<file path="config.mk">
export PLATFORM = sky130hd
export DESIGN_NAME = nexys_starship_rng_flat
export DESIGN_NICKNAME = d
export VERILOG_FILES = /design/src/rtl/nexys_starship_rng_if.sv /design/src/rtl/nexys_starship_rng.sv /design/src/flat_wrapper.sv
export SDC_FILE = /design/constraint.sdc
export NUM_CORES = 1
export LEC_CHECK = 0
export BUFFER_PORTS_ARGS = -buffer_cell sky130_fd_sc_hd__buf_2
export CAP_MARGIN = 30
export CORE_MARGIN = 2
export CORE_UTILIZATION = 61
export DETAILED_ROUTE_END_ITERATION = 12
export PLACE_DENSITY_LB_ADDON = 0.25
export SLEW_MARGIN = 40
export SYNTH_ARGS = -nofsm -noshare
export SYNTH_HDL_FRONTEND = slang
export SYNTH_SLANG_ARGS = --single-unit
</file>
<file path="constraint.sdc">
create_clock -name Clk -period 2.7 [get_ports Clk]
set_input_delay 0 -clock Clk [delete_from_list [all_inputs] [get_ports Clk]]
set_output_delay 0 -clock Clk [all_outputs]
set_load 0.01 [all_outputs]
</file>
<file path="src/rtl/nexys_starship_rng_if.sv">
// Signal bundle between the break-event generator (master) and the repair blocks (slave).
interface nexys_starship_rng_if;
  logic       play_flag;
  logic       gameover_ctrl;
  logic       timer_clk;
  logic [3:0] random_hex;
  logic       RR_random;
  logic       RL_random;
  logic       RU_random;
  logic       RD_random;
  logic [2:0] difficulty;

  modport master (
    input  play_flag, gameover_ctrl,
    output timer_clk, random_hex, RR_random, RL_random, RU_random, RD_random, difficulty
  );

  modport slave (
    output play_flag, gameover_ctrl,
    input  timer_clk, random_hex, RR_random, RL_random, RU_random, RD_random, difficulty
  );
endinterface

</file>
<file path="src/rtl/nexys_starship_rng.sv">
// Break-event source for the repair FSMs: LFSR-driven part strobes, held combo, timer_clk, difficulty ramp.
// Strobes appear one Clk after a roll; define NEXYS_STARSHIP_NO_REPEAT_EN to steer a repeat break to the next part.
module nexys_starship_rng #(
  parameter int          TICK_DIV    = 100_000_000,
  parameter int          ROLL_DIV    = 25_000_000,
  parameter logic [15:0] LFSR_SEED   = 16'hACE1,
  parameter logic [8:0]  BASE_THRESH = 9'd16,
  parameter logic [8:0]  RAMP_STEP   = 9'd8,
  parameter int          DIFF_TICKS  = 10
) (
  input  logic                 Clk,
  input  logic                 Reset,
  nexys_starship_rng_if.master bus
);

  localparam int TW = $clog2(TICK_DIV);
  localparam int RW = $clog2(ROLL_DIV);
  localparam int DW = $clog2(DIFF_TICKS + 1);

  localparam logic [TW-1:0] TICK_LAST = TW'(TICK_DIV / 2 - 1);
  localparam logic [RW-1:0] ROLL_LAST = RW'(ROLL_DIV - 1);
  localparam logic [DW-1:0] DIFF_LAST = DW'(DIFF_TICKS - 1);

  typedef enum logic {IDLE, RUN} state_t;

  state_t        state_q, state_d;
  logic [15:0]   lfsr_q, lfsr_d;
  logic [TW-1:0] tick_cnt_q;
  logic          timer_q, timer_prev_q;
  logic [RW-1:0] roll_cnt_q;
  logic [DW-1:0] dtick_q;
  logic [2:0]    diff_q;
  logic [3:0]    hex_q;
  logic [3:0]    strb_q, strb_d;
  logic [9:0]    thresh_w;
  logic [8:0]    thresh;
  logic [1:0]    sel;
  logic          clear_run, roll_now, hit, timer_rise;

`ifdef NEXYS_STARSHIP_NO_REPEAT_EN
  logic [1:0] last_q;
  logic       fired_q;
`endif

  always_ff @(posedge Clk or posedge Reset) begin
    if (Reset) state_q <= IDLE;
    else       state_q <= state_d;
  end

  // Gameover wins over play_flag when both are high in IDLE.
  always_comb begin
    state_d = state_q;
    case (state_q)
      IDLE:    if (bus.play_flag && !bus.gameover_ctrl) state_d = RUN;
      RUN:     if (bus.gameover_ctrl) state_d = IDLE;
      default: state_d = IDLE;
    endcase
  end

  always_comb begin
    clear_run  = (state_q == IDLE) || bus.gameover_ctrl;
    roll_now   = !clear_run && (roll_cnt_q == ROLL_LAST);
    thresh_w   = {1'b0, BASE_THRESH} + 10'(diff_q) * {1'b0, RAMP_STEP};
    thresh     = (thresh_w > 10'd256) ? 9'd256 : thresh_w[8:0];
    hit        = {1'b0, lfsr_q[7:0]} < thresh;
    timer_rise = timer_q && !timer_prev_q;
    sel        = lfsr_q[9:8];
`ifdef NEXYS_STARSHIP_NO_REPEAT_EN
    if (fired_q && sel == last_q) sel = sel + 2'd1;
`endif
    strb_d = 4'b0000;
    if (roll_now && hit) strb_d = 4'b0001 << sel;
    // Zero is the only lockup state of this polynomial; reseed out of it.
    if (lfsr_q == 16'd0) lfsr_d = LFSR_SEED;
    else                 lfsr_d = {lfsr_q[14:0], lfsr_q[15] ^ lfsr_q[13] ^ lfsr_q[12] ^ lfsr_q[10]};
  end

  always_ff @(posedge Clk or posedge Reset) begin
    if (Reset) begin
      lfsr_q       <= LFSR_SEED;
      tick_cnt_q   <= '0;
      timer_q      <= 1'b0;
      timer_prev_q <= 1'b0;
      roll_cnt_q   <= '0;
      dtick_q      <= '0;
      diff_q       <= 3'd0;
      hex_q        <= 4'd0;
      strb_q       <= 4'd0;
    end else begin
      lfsr_q       <= lfsr_d;
      timer_prev_q <= timer_q;
      strb_q       <= strb_d;
      if (tick_cnt_q == TICK_LAST) begin
        tick_cnt_q <= '0;
        timer_q    <= ~timer_q;
      end else begin
        tick_cnt_q <= tick_cnt_q + 1'b1;
      end
      if (strb_d != 4'd0) hex_q <= lfsr_q[15:12];
      if (clear_run) begin
        roll_cnt_q <= '0;
        dtick_q    <= '0;
        diff_q     <= 3'd0;
      end else begin
        roll_cnt_q <= (roll_cnt_q == ROLL_LAST) ? '0 : roll_cnt_q + 1'b1;
        if (timer_rise) begin
          if (dtick_q == DIFF_LAST) begin
            dtick_q <= '0;
            if (diff_q != 3'd7) diff_q <= diff_q + 3'd1;
          end else begin
            dtick_q <= dtick_q + 1'b1;
          end
        end
      end
    end
  end

`ifdef NEXYS_STARSHIP_NO_REPEAT_EN
  always_ff @(posedge Clk or posedge Reset) begin
    if (Reset) begin
      last_q  <= 2'd0;
      fired_q <= 1'b0;
    end else if (clear_run) begin
      last_q  <= 2'd0;
      fired_q <= 1'b0;
    end else if (strb_d != 4'd0) begin
      last_q  <= sel;
      fired_q <= 1'b1;
    end
  end
`endif

  // A registered strobe is still hidden in the cycle gameover is seen.
  assign bus.timer_clk  = timer_q;
  assign bus.random_hex = hex_q;
  assign bus.difficulty = diff_q;
  assign bus.RR_random  = strb_q[0] & ~bus.gameover_ctrl;
  assign bus.RL_random  = strb_q[1] & ~bus.gameover_ctrl;
  assign bus.RU_random  = strb_q[2] & ~bus.gameover_ctrl;
  assign bus.RD_random  = strb_q[3] & ~bus.gameover_ctrl;

endmodule

</file>
<file path="src/flat_wrapper.sv">
// flat-port wrapper written by rule: the top's interface ports become plain ports
module nexys_starship_rng_flat 
#(
  parameter int          TICK_DIV    = 100_000_000,
  parameter int          ROLL_DIV    = 25_000_000,
  parameter logic [15:0] LFSR_SEED   = 16'hACE1,
  parameter logic [8:0]  BASE_THRESH = 9'd16,
  parameter logic [8:0]  RAMP_STEP   = 9'd8,
  parameter int          DIFF_TICKS  = 10
)
  (Clk, Reset, bus_play_flag, bus_gameover_ctrl, bus_timer_clk, bus_random_hex, bus_RR_random, bus_RL_random, bus_RU_random, bus_RD_random, bus_difficulty);
  nexys_starship_rng_if bus_i ();
  input  logic Clk;
  input  logic Reset;
  input wire logic [$bits(bus_i.play_flag)-1:0] bus_play_flag;
  input wire logic [$bits(bus_i.gameover_ctrl)-1:0] bus_gameover_ctrl;
  output wire logic [$bits(bus_i.timer_clk)-1:0] bus_timer_clk;
  output wire logic [$bits(bus_i.random_hex)-1:0] bus_random_hex;
  output wire logic [$bits(bus_i.RR_random)-1:0] bus_RR_random;
  output wire logic [$bits(bus_i.RL_random)-1:0] bus_RL_random;
  output wire logic [$bits(bus_i.RU_random)-1:0] bus_RU_random;
  output wire logic [$bits(bus_i.RD_random)-1:0] bus_RD_random;
  output wire logic [$bits(bus_i.difficulty)-1:0] bus_difficulty;
  assign bus_i.play_flag = bus_play_flag;
  assign bus_i.gameover_ctrl = bus_gameover_ctrl;
  assign bus_timer_clk = bus_i.timer_clk;
  assign bus_random_hex = bus_i.random_hex;
  assign bus_RR_random = bus_i.RR_random;
  assign bus_RL_random = bus_i.RL_random;
  assign bus_RU_random = bus_i.RU_random;
  assign bus_RD_random = bus_i.RD_random;
  assign bus_difficulty = bus_i.difficulty;
  nexys_starship_rng #(.TICK_DIV(TICK_DIV), .ROLL_DIV(ROLL_DIV), .LFSR_SEED(LFSR_SEED), .BASE_THRESH(BASE_THRESH), .RAMP_STEP(RAMP_STEP), .DIFF_TICKS(DIFF_TICKS)) u_core (.Clk(Clk), .Reset(Reset), .bus(bus_i));
endmodule
</file>
* After elaboration in Yosys (flattened, before gate mapping) *
Index checks and enable logic that the tools add are counted.

storage, ports and cells
  flip-flop bits (word level) = 86
  input port bits = 4
  output and inout port bits = 12
  logic and storage cells = 62

cells by class
  $add $sub $neg = 5
  order comparisons = 2
  equal/unequal tests = 4
  shifts and indexed selects = 1
  mux-type cells = 16
  bitwise operators = 10
  reductions and logical operators = 14

operator list
  operator                 number
  $mux W25                 2
  $add A27 B1 Y27 const B  1
  $eq A27 B26 Y1 const B   1
  $mux W27                 1
  $add A25 B1 Y25 const B  1
  $eq A25 B25 Y1 const B   1
  $logic_not A16 Y1        1
  $mux W16                 1
  $mux W4                  4
  $mux W3                  4
  $gt A10 B9 Y1 const B    1
  $lt A8 B9 Y1             1
  $mux W9                  1
  $add A5 B6 Y7 const A    1
  $reduce_bool A2 Y1       3
  $add A4 B1 Y4 const B    1
  $and A1 B1 Y1            4
  $eq A4 B4 Y1 const B     1
  $logic_and A1 B1 Y1      4
  $reduce_bool A4 Y1       1
  $shl A1 B2 Y4 const A    1
  $add A3 B1 Y3 const B    1
  $logic_not A1 Y1         3
  $ne A3 B3 Y1 const B     1
  other kinds (6)          11

* Longest topological paths before layout *
Gate-level depths: netlist of the first run.

  depth after elaboration = 7
  gate-level depth with buffers = 7
  depth with buffers taken out = 6

* Least setup slack after synthesis of the first run *
OpenSTA, ideal clock, no wires.

  path type = flip-flop to flip-flop
  start point = register u_core.diff_q[1], in the netlist u_core.bus.difficulty[1]
  end point = register u_core.hex_q[0], in the netlist u_core.bus.random_hex[0]
  arrival time = 2097 ps
  data required time = 2575 ps
  path slack = 478 ps
  stages on the path, launching flop included = 7
  buffers on the path = 0
  clock period less this slack = 2222 ps
  cells stage by stage = dfrtp_1 -> ha_1 -> inv_1 -> ha_1 -> o21a_1 -> a2111oi_2 -> mux2_2

on the way
  word-level cells in the longest chain between the ends = 7

RTL lines
  element                  RTL line                   text
  from (decl)              nexys_starship_rng.sv:32   logic [2:0] diff_q;
  from (signal assigned)   nexys_starship_rng.sv:109  if (diff_q != 3'd7) diff_q <= diff_q + 3'd1;
  $add A5 B6 Y7 (*)        nexys_starship_rng.sv:63   thresh_w = {1'b0, BASE_THRESH} + 10'(diff_q) * {1'b0, RAMP_STEP};
  $gt A10 B9 Y1            nexys_starship_rng.sv:64   thresh = (thresh_w > 10'd256) ? 9'd256 : thresh_w[8:0];
  $mux W9 (*)              nexys_starship_rng.sv:64
  $lt A8 B9 Y1 (*)         nexys_starship_rng.sv:65   hit = {1'b0, lfsr_q[7:0]} < thresh;
  $logic_and A1 B1 Y1 (*)  nexys_starship_rng.sv:72   if (roll_now && hit) strb_d = 4'b0001 << sel;
  $mux W4 (*)              nexys_starship_rng.sv:72
  $reduce_bool A4 Y1 (*)   nexys_starship_rng.sv:99   if (strb_d != 4'd0) hex_q <= lfsr_q[15:12];
  to (signal assigned)     nexys_starship_rng.sv:99
  to (decl)                nexys_starship_rng.sv:33   logic [3:0] hex_q;

Every way passes the cells marked *; elsewhere a longest branch is shown, timed or not.
A chain may end at the register's enable or synchronous reset.

* Worst setup path after layout of the first run *
  start point = register u_core.diff_q[1], in the netlist u_core.bus.difficulty[1]
  end point = register u_core.hex_q[3], in the netlist u_core.bus.random_hex[3]

The elaborated chain is that of the path after synthesis.

==> results of run 1 <==
[Yosys cell counts, types with 13 or more instances]
| master | count |
|---|---|
| a21oi_1 | 25 |
| clkbuf_1 | 18 |
| dfrtp_1 | 78 |
| inv_1 | 18 |
| nand2_1 | 15 |
| nand3_1 | 19 |
| nand4_1 | 13 |
| nor2_1 | 33 |
| nor3_1 | 14 |
| o31ai_1 | 15 |
| or4_1 | 17 |
| xnor2_1 | 15 |
| xor2_1 | 17 |
[cells by family (layout without fill, tap and decap cells)]
logic type	after synthesis	count (layout)	share of synthesized area
multiplexers	7	7	0.0187
XOR/XNOR	32	32	0.0697
AND/OR/NAND/NOR	160	160	0.225
buffers and inverters	39	57	0.0374
adder cells (fa/ha/maj)	10	10	0.0311
AO/OA/AOI/OAI	52	52	0.0803
flip-flops	86	86	0.538
[metal layers]
| metal | wire, µm | global-route usage | up-vias | share of wire |
|---|---|---|---|---|
| met3 | 285 | 0.0739 | 6 | 0.039 |
| met4 | 68 | 0.0635 | 0 | 0.0092 |
| met5 | 0 | 0 | - | 0 |
| met1 | 3450 | 0.301 | 1441 | 0.47 |
| met2 | 3550 | 0.350 | 63 | 0.48 |
| li1 | - | - | 1397 | - |
[critical path: stages (launching register included)]
cell and delay [ps]:
dfrtp_1 430, ha_1 300, inv_1 40, ha_1 260, o21a_1 190, a2111oi_2 650
mux2_2 410
[how the worst min path moves through the flow]
stage,startpoint,endpoint
after detailed placement,Reset,u_core.tick_cnt_q[23]$_DFF_PP0_
after floorplan,bus_gameover_ctrl,bus_RD_random
after CTS,Reset,u_core.tick_cnt_q[7]$_DFF_PP0_
after global routing,Reset,u_core.tick_cnt_q[9]$_DFF_PP0_
after global placement,Reset,u_core.tick_cnt_q[23]$_DFF_PP0_
final,Reset,u_core.tick_cnt_q[9]$_DFF_PP0_
[registers in the layout (all words and copies together), names as in the netlist]
register,cells
u_core.strb_q,4
u_core.bus.timer_clk,1
u_core.tick_cnt_q,27
u_core.state_q,1
u_core.roll_cnt_q,25
u_core.timer_prev_q,1
u_core.bus.random_hex,4
u_core.bus.difficulty,3
u_core.lfsr_q,16
u_core.dtick_q,4
[cell type report]
class	instances	area (µm²)
well taps	77	96.3
fillers	467	1910
multi-input cells	261	1710
flip-flops and latches	86	2160
repair buffers	23	155
clock inverters	5	106
inverters	18	68.8
clock buffers	11	141
[metrics by stage]
stage | total power [mW] | utilization | hold slack [ps]
final | 2.42 | 0.699 | 246
after CTS | 2.45 | 0.699 | 262
after detailed placement | 1.36 | 0.655 | 99.9
after global routing | 2.50 | 0.699 | 306
after floorplan | 1.34 | - | 46.4
after global placement | 1.36 | 0.655 | 92.6
[power by group through the flow]
| stage | sequential (mW) | clock, mW | combinational [mW] |
|---|---|---|---|
| 5_1_grt | 1.29 | 1.16 | 0.0547 |
| 3_5_place_dp | 1.32 | 0 | 0.0456 |
| 3_3_place_gp | 1.32 | 0 | 0.0450 |
| 6_report | 1.29 | 1.08 | 0.0471 |
| 4_1_cts | 1.29 | 1.11 | 0.0493 |
| 2_1_floorplan | 1.32 | 0 | 0.0287 |
==> flow_summary.json, run 1 <==
{
  "ys_seq_area_frac": 0.538,
  "cts_tree": "done",
  "routabilityCongestion": 0.751,
  "rr_endpoint": "u_core.bus.random_hex[3]$_DFFE_PP0P_",
  "setup.worst_path.end_class": "flop",
  "final_common_cell": "dfrtp_1",
  "dr.pass1.iters": 4,
  "final-hold-violation-count": 0,
  "synth.area.top_cells": "dfrtp_1 (49%), dfstp_2 (5.2%), xor2_1 (3.7%)",
  "max_cap_violations": 0,
  "worst_ep_arrival_time_ps": 2630,
  "synth.distinct_cells": 39,
  "grt_max_degree": 50,
  "synthArstFlopShare": 1.00,
  "outcome": "complete, no violations",
  "worstPathRequired_ps": 2940,
  "viasPerCell": 6.04,
  "fin_cells": 481,
  "pwr-share-seq": 0.533,
  "antenna_left": 0,
  "finClkSkew_ps": 13.4,
  "synth-seq-cells": 86,
  "start_util": 0.633,
  "grt_pass1_wl_mm": 13.0,
  "num-nets-final": 413,
  "grt_pass1_vias": 2827,
  "areaGrowthSynthToFinish_pct": 10.4,
  "place_ws_ps": 314,
  "antenna_found_initial": 0,
  "vdd_drop_max_uv": 496,
  "combinationalPowerShare": 0.019,
  "cts_made_buffers": 9,
  "cts_max_level": 3,
  "rows": 29,
  "cp_max_fo": 5,
  "path_clk_slew_ps": 90,
  "switching_share": 0.198,
  "fin_ws_ps": 307,
  "ctsResizeCount": 0,
  "syn_area_per_cell_um2": 10.4,
  "die_h_um": 85.2,
  "p_sw_uw": 480,
  "fin_setup_tns_ps": 0,
  "overflow": 0,
  "track_usage": 0.224,
  "clkPwrFrac": 0.448,
  "power_density_nw_per_um2": 546,
  "clk_path_buf_depth": 2,
  "place_hpwl_mm": 4.90,
  "vias": 2907,
  "worst_pin_slew_ps": 653,
  "slew_headroom": 0.563,
  "cts-hold-fix-buffers": 3,
  "syn_area_um2": 4020,
  "fmax_mhz": 418,
  "yosysTopAreaCell": "dfrtp_1",
  "synth_top_flop_cell": "dfrtp_1",
  "insertion_delay_ps": 360,
  "drive_above_1_share": 0.131,
  "netlist_instances": 386,
  "setup_viol": 0,
  "min_period_ps": 2390,
  "num_io_pins": 16,
  "fin_crit_sh": 0.886,
  "finalMaxSlewViolations": 0,
  "dieArea_um2": 7250,
  "antennaDiodeCount": 0,
  "setup.worst_path.start_class": "flop",
  "wl_per_cell_um": 15.3,
  "p_leak_nw": 1.91,
  "placed_cell_area_um2": 4160,
  "core_um2": 6350,
  "finalWirelength_mm": 7.35,
  "startpoint": "u_core.bus.difficulty[1]$_DFFE_PP0P_",
  "syn_nets": 400,
  "cp-endpoint": "u_core.bus.random_hex[3]$_DFFE_PP0P_",
  "drtIter0Drc": 156,
  "worstRegToRegCells": 6,
  "drc": 0,
  "reg2reg_slack_ps": 310,
  "ys_warn_count": 0,
  "placed_cells": 462,
  "design_area_um2": 4440,
  "internal_power_mw": 1.94,
  "cts-root-buf": "clkbuf_8",
  "cts_setup_buffers": 0,
  "rsz0062_at_grt": "false",
  "synth_edf_count": 0,
  "synth_top_area_frac": 0.486,
  "fp.dieW_um": 85.2,
  "cts.sinks": 86,
  "crit_type": "reg -> reg",
  "worstReg2RegStart": "u_core.bus.difficulty[1]$_DFFE_PP0P_",
  "min_path_type": "in -> async",
  "layout_common_cells": "dfrtp_1 (78), nor2_1 (33), a21oi_1 (25)",
  "portBuffers": 15
}
(Power assumes the default switching activity.)
==> run 2: changes to the inputs <==
--- a/config.mk
+++ b/config.mk
@@ -6,11 +6,14 @@
 export NUM_CORES = 1
 export LEC_CHECK = 0
 export BUFFER_PORTS_ARGS = -buffer_cell sky130_fd_sc_hd__buf_2
-export CAP_MARGIN = 30
+export CAP_MARGIN = 20
+export CELL_PAD_IN_SITES_DETAIL_PLACEMENT = 1
+export CELL_PAD_IN_SITES_GLOBAL_PLACEMENT = 1
 export CORE_MARGIN = 2
-export CORE_UTILIZATION = 61
+export CORE_UTILIZATION = 49
 export DETAILED_ROUTE_END_ITERATION = 12
 export PLACE_DENSITY_LB_ADDON = 0.25
+export RECOVER_POWER = 25
 export SLEW_MARGIN = 40
 export SYNTH_ARGS = -nofsm -noshare
 export SYNTH_HDL_FRONTEND = slang
==> flow_summary.json, run 2 (same netlist as run 1, synthesis figures left out) <==
{
  "drtIter0Drc": 121,
  "placed_cell_area_um2": 4210,
  "rows": 33,
  "layout_common_cells": "dfrtp_1 (78), nor2_1 (33), a21oi_1 (25)",
  "insertion_delay_ps": 360,
  "min_period_ps": 2410,
  "vias": 2967,
  "slew_headroom": -0.0664,
  "reg_top3": "u_core.tick_cnt_q x27, u_core.roll_cnt_q x25, u_core.lfsr_q x16",
  "drc": 0,
  "violations": "capacitance limit, slew limit",
  "outcome": "complete, but fails checks",
  "finClkSkew_ps": 7.32,
  "worst_pin_slew_ps": 1590,
  "wl_per_cell_um": 17.0,
  "largest_register_ffs": 27,
  "design_area_um2": 4420,
  "grt_pass1_vias": 3100,
  "dr.pass1.iters": 4,
  "antenna_found_initial": 0,
  "die_h_um": 94.6,
  "areaGrowthSynthToFinish_pct": 9.90,
  "cts_tree": "done",
  "reg2reg_slack_ps": 290,
  "overflow": 0,
  "p_leak_nw": 1.88,
  "routabilityCongestion": 0.743,
  "hold_depth": 3,
  "setup.worst_path.start_class": "flop",
  "fmax_mhz": 415,
  "min_path_type": "in -> reg",
  "grt_pass1_wl_mm": 14.9,
  "crit_type": "reg -> reg",
  "power_density_nw_per_um2": 495,
  "num-nets-final": 415,
  "antenna_left": 0,
  "max_cap_violations": 1,
  "track_usage": 0.212,
  "finalWirelength_mm": 8.70,
  "num_io_pins": 16,
  "place_hpwl_mm": 5.96,
  "rr_endpoint": "u_core.bus.random_hex[2]$_DFFE_PP0P_",
  "cts.sinks": 86,
  "antennaDiodeCount": 0,
  "worstRegToRegCells": 6,
  "cp_max_fo": 5,
  "place_ws_ps": 290,
  "setup_viol": 0,
  "min_to": "u_core.dtick_q[1]$_DFFE_PP0P_",
  "grt_max_degree": 51,
  "drive_above_1_share": 0.126,
  "setup.worst_path.end_class": "flop",
  "worstReg2RegStart": "u_core.bus.difficulty[1]$_DFFE_PP0P_",
  "start_util": 0.497,
  "fillers": 917,
  "final_core_util": 0.546,
  "cts-root-buf": "clkbuf_8",
  "rsz0062_at_grt": "false",
  "clk_path_buf_depth": 2,
  "fin_crit_sh": 0.892,
  "fin_ws_ps": 291,
  "hold_start": "bus_gameover_ctrl",
  "worst_ep_arrival_time_ps": 2670,
  "cts_max_level": 3,
  "worstPathRequired_ps": 2960,
  "viasPerCell": 5.81,
  "path_clk_slew_ps": 90,
  "cts_made_buffers": 9,
  "total_power_mw": 2.19,
  "dieArea_um2": 8940,
  "final_common_cell": "dfrtp_1",
  "fin_setup_tns_ps": 0,
  "finalMaxSlewViolations": 37,
  "core_um2": 8090,
  "vdd_drop_max_uv": 274,
  "fp.dieW_um": 94.6,
  "portBuffers": 15,
  "final-hold-violation-count": 0,
  "top_register": "u_core.tick_cnt_q"
}
run 2: cell count changes in the layout (fill, tap and decap cells not counted), sizes merged:
cell	change
bufinv	-3
inv	+3
clkinvlp	+2
buf	+1
clkbuf	-1
run 2: through the flow:
step	hold WS (ps)	std cells
global placement	96.1	492
CTS	242	511
finish	240	511
floorplan	46.4	386
global route	309	511
detailed placement	94.4	492
run 2: timing repair:
item | in CTS | in global routing
gates resized for setup | 0 | 0
endpoints found under the hold margin | 29 | 0
setup endpoints to repair | 0 | 0
hold buffers | 3 | 0
buffers inserted | 0 | 0
run 2: power breakdown:
group / total [mW] / internal, mW / switching, mW / leakage, nW
combinational: 0.0477 / 0.0113 / 0.0364 / 0.660
sequential: 1.29 / 1.29 / 0.00174 / 1.13
clock: 0.848 / 0.344 / 0.504 / 0.0866
total: 2.19 / 1.64 / 0.543 / 1.88
run 2: final cells by class:
class                           instances  area, µm²  area share
Clock buffer                            9        124      0.0280
Clock inverter                          7       55.1      0.0125
Inverter                               18       68.8      0.0156
Multi-Input combinational cell        261       1710       0.386
Sequential cell                        86       2160       0.490
Tap cell                              105        131      0.0297
Timing Repair Buffer                   25        169      0.0382
run 2: critical path, stage by stage (launching register included):
cell and delay [ps]:
dfrtp_1 440, ha_1 300, inv_1 40, ha_1 270
o21a_1 200, a2111oi_2 640, mux2_2 410
run 2: how the worst max path moves through the flow:
stage                                               from                                   end  slack, ps  cells past startpoint
floorplan           u_core.bus.difficulty[1]$_DFFE_PP0P_  u_core.bus.random_hex[0]$_DFFE_PP0P_        480                      6
global placement    u_core.bus.difficulty[1]$_DFFE_PP0P_  u_core.bus.random_hex[0]$_DFFE_PP0P_        390                      6
detailed placement  u_core.bus.difficulty[1]$_DFFE_PP0P_  u_core.bus.random_hex[2]$_DFFE_PP0P_        290                      6
CTS                 u_core.bus.difficulty[1]$_DFFE_PP0P_  u_core.bus.random_hex[2]$_DFFE_PP0P_        280                      6
global route        u_core.bus.difficulty[1]$_DFFE_PP0P_  u_core.bus.random_hex[2]$_DFFE_PP0P_        190                      6
finish              u_core.bus.difficulty[1]$_DFFE_PP0P_  u_core.bus.random_hex[2]$_DFFE_PP0P_        290                      6
run 2: metal layers:
layer / track usage / wire (µm) / part of all wire / vias up
met2: 0.336 / 4170 / 0.48 / 25
met4: 0.0773 / 132 / 0.015 / 0
met1: 0.294 / 4190 / 0.48 / 1517
li1: - / - / - / 1412
met5: 0 / 0 / 0 / -
met3: 0.0367 / 194 / 0.022 / 13
==> run 3: changes to the inputs <==
--- a/config.mk
+++ b/config.mk
@@ -10,7 +10,7 @@
 export CELL_PAD_IN_SITES_DETAIL_PLACEMENT = 1
 export CELL_PAD_IN_SITES_GLOBAL_PLACEMENT = 1
 export CORE_MARGIN = 2
-export CORE_UTILIZATION = 49
+export CORE_UTILIZATION = 44
 export DETAILED_ROUTE_END_ITERATION = 12
 export PLACE_DENSITY_LB_ADDON = 0.25
 export RECOVER_POWER = 25
==> constraint.sdc (replaced) <==
create_clock -name Clk -period 2.11 [get_ports Clk]
set_input_delay 0 -clock Clk [delete_from_list [all_inputs] [get_ports Clk]]
set_output_delay 0 -clock Clk [all_outputs]
set_load 0.01 [all_outputs]
==> flow_summary.json, run 3 (same netlist as run 1, synthesis figures left out) <==
{
  "crit_slowest_cell": "dfrtp_1",
  "place_hpwl_mm": 5.68,
  "antenna_left": 0,
  "grt_max_degree": 87,
  "dr.pass1.iters": 4,
  "setup_viol": 4,
  "use_met1": 0.239,
  "rows": 34,
  "cp_max_fo": 4,
  "antenna_found_initial": 0,
  "outcome": "complete, but fails checks",
  "finalMaxSlewViolations": 0,
  "worstPathRequired_ps": 2350,
  "overflow": 0,
  "portBuffers": 15,
  "critPathBufInv": 2,
  "largest_register_ffs": 27,
  "fin_crit_sh": 1.01,
  "finalWirelength_mm": 8.47,
  "cts_made_buffers": 9,
  "drive_above_1_share": 0.176,
  "fin_cells": 533,
  "dieArea_um2": 9910,
  "final_common_cell": "dfrtp_1",
  "violations": "setup timing",
  "max_cap_violations": 0,
  "design_area_um2": 4640,
  "setup.worst_path.start_class": "flop",
  "crit_type": "reg -> reg",
  "final_core_util": 0.527,
  "globalRoute.busiestLayer": "met2",
  "met2_usage": 0.316,
  "rsz0062_at_grt": "true",
  "worst_pin_slew_ps": 1180,
  "fin_setup_tns_ps": -52.2,
  "viasPerCell": 5.61,
  "antennaDiodeCount": 0,
  "path_clk_slew_ps": 90,
  "placed_cells": 512,
  "vdd_drop_max_uv": 383,
  "slew_headroom": 0.216,
  "min_path_type": "reg -> reg",
  "cts.sinks": 86,
  "fin_ws_ps": -17.6,
  "fp.dieW_um": 99.6,
  "routabilityCongestion": 0.748,
  "placed_cell_area_um2": 4370,
  "cpPeakStageDelay_ps": 390,
  "drc": 0,
  "final-hold-violation-count": 0,
  "p_leak_nw": 2.00,
  "fmax_mhz": 470,
  "clk_path_buf_depth": 2,
  "cts_max_level": 3,
  "cts_tree": "done",
  "num_io_pins": 16,
  "vias": 2992,
  "worst_ep_arrival_time_ps": 2370,
  "start_util": 0.456,
  "reg_top3": "u_core.tick_cnt_q x27, u_core.roll_cnt_q x25, u_core.lfsr_q x16",
  "wl_per_cell_um": 15.9,
  "path_cells": "ha_1 -> inv_2 -> ha_4 -> o21a_1 -> a2111oi_4 -> buf_4 -> mux2_4",
  "cts-root-buf": "clkbuf_8",
  "crit_family": "compound AO/OA/AOI/OAI gates",
  "drtIter0Drc": 134,
  "min_period_ps": 2130,
  "grt_pass1_vias": 3175,
  "top_register": "u_core.tick_cnt_q",
  "num-nets-final": 434,
  "power_density_nw_per_um2": 628,
  "place_ws_ps": -72.6,
  "setup.worst_path.end_class": "flop",
  "layout_common_cells": "dfrtp_1 (78), nor2_1 (33), a21oi_1 (25)",
  "track_usage": 0.186,
  "finClkSkew_ps": 9.26,
  "areaGrowthSynthToFinish_pct": 15.4,
  "use_met3": 0.0379,
  "insertion_delay_ps": 360,
  "grt_pass1_wl_mm": 14.9,
  "die_h_um": 99.6,
  "core_um2": 8810
}
## run 3: metrics by stage
step / total power [mW] / hold WS [ps]
floorplan: 1.72 / 46.4
global placement: 1.75 / 169
detailed placement: 1.75 / 175
CTS: 2.97 / 333
global route: 3.03 / 411
finish: 2.91 / 393
## run 3: power breakdown
part	internal [mW]	switching (mW)	total, mW
logic	0.0165	0.0492	0.0657
clock network	0.564	0.631	1.20
registers	1.65	0.00169	1.65
## run 3: final cells by class
type / instances / area [µm²]
timing repair buffer: 44 / 312
fill: 1013 / 4170
inverter: 18 / 71.3
clock buffer: 9 / 124
sequential: 86 / 2160
clock inverter: 7 / 78.8
multi-input combinational: 261 / 1750
tap: 108 / 135
## run 3: worst reg2reg max path: cells and delay by family (launching register included)
kind	cells	cell delay (ps)
muxes	1	310
adders and majority gates	2	500
buffers and inverters	2	280
AOI/OAI and AO/OA	2	550
DFF	1	390
## run 3: metal layers
layer / wire length, µm / part of all wire
met1: 4030 / 0.48
met5: 0 / 0
met3: 181 / 0.021
met4: 85 / 0.010
met2: 4180 / 0.49
## run 3: final timing paths
path,depth (start not counted),slack [ps],startpoint,to
max,7,-20,u_core.bus.difficulty[1]$_DFFE_PP0P_,u_core.bus.random_hex[1]$_DFFE_PP0P_
min,0,390,u_core.lfsr_q[2]$_DFF_PP0_,u_core.lfsr_q[3]$_DFF_PP0_
max reg2reg,7,-20,u_core.bus.difficulty[1]$_DFFE_PP0P_,u_core.bus.random_hex[1]$_DFFE_PP0P_
min reg2reg,0,390,u_core.lfsr_q[2]$_DFF_PP0_,u_core.lfsr_q[3]$_DFF_PP0_
max in group asynchronous,4,740,Reset,u_core.tick_cnt_q[0]$_DFF_PP0_
min in group asynchronous,4,610,Reset,u_core.roll_cnt_q[23]$_DFF_PP0_
## run 3: repair_timing
action,in CTS,in global routing
buffers inserted,1,1
endpoints found under the hold margin,79,0
pin swaps,4,5
gates resized for setup,8,1
setup endpoints to repair,5,7
hold buffers,3,0
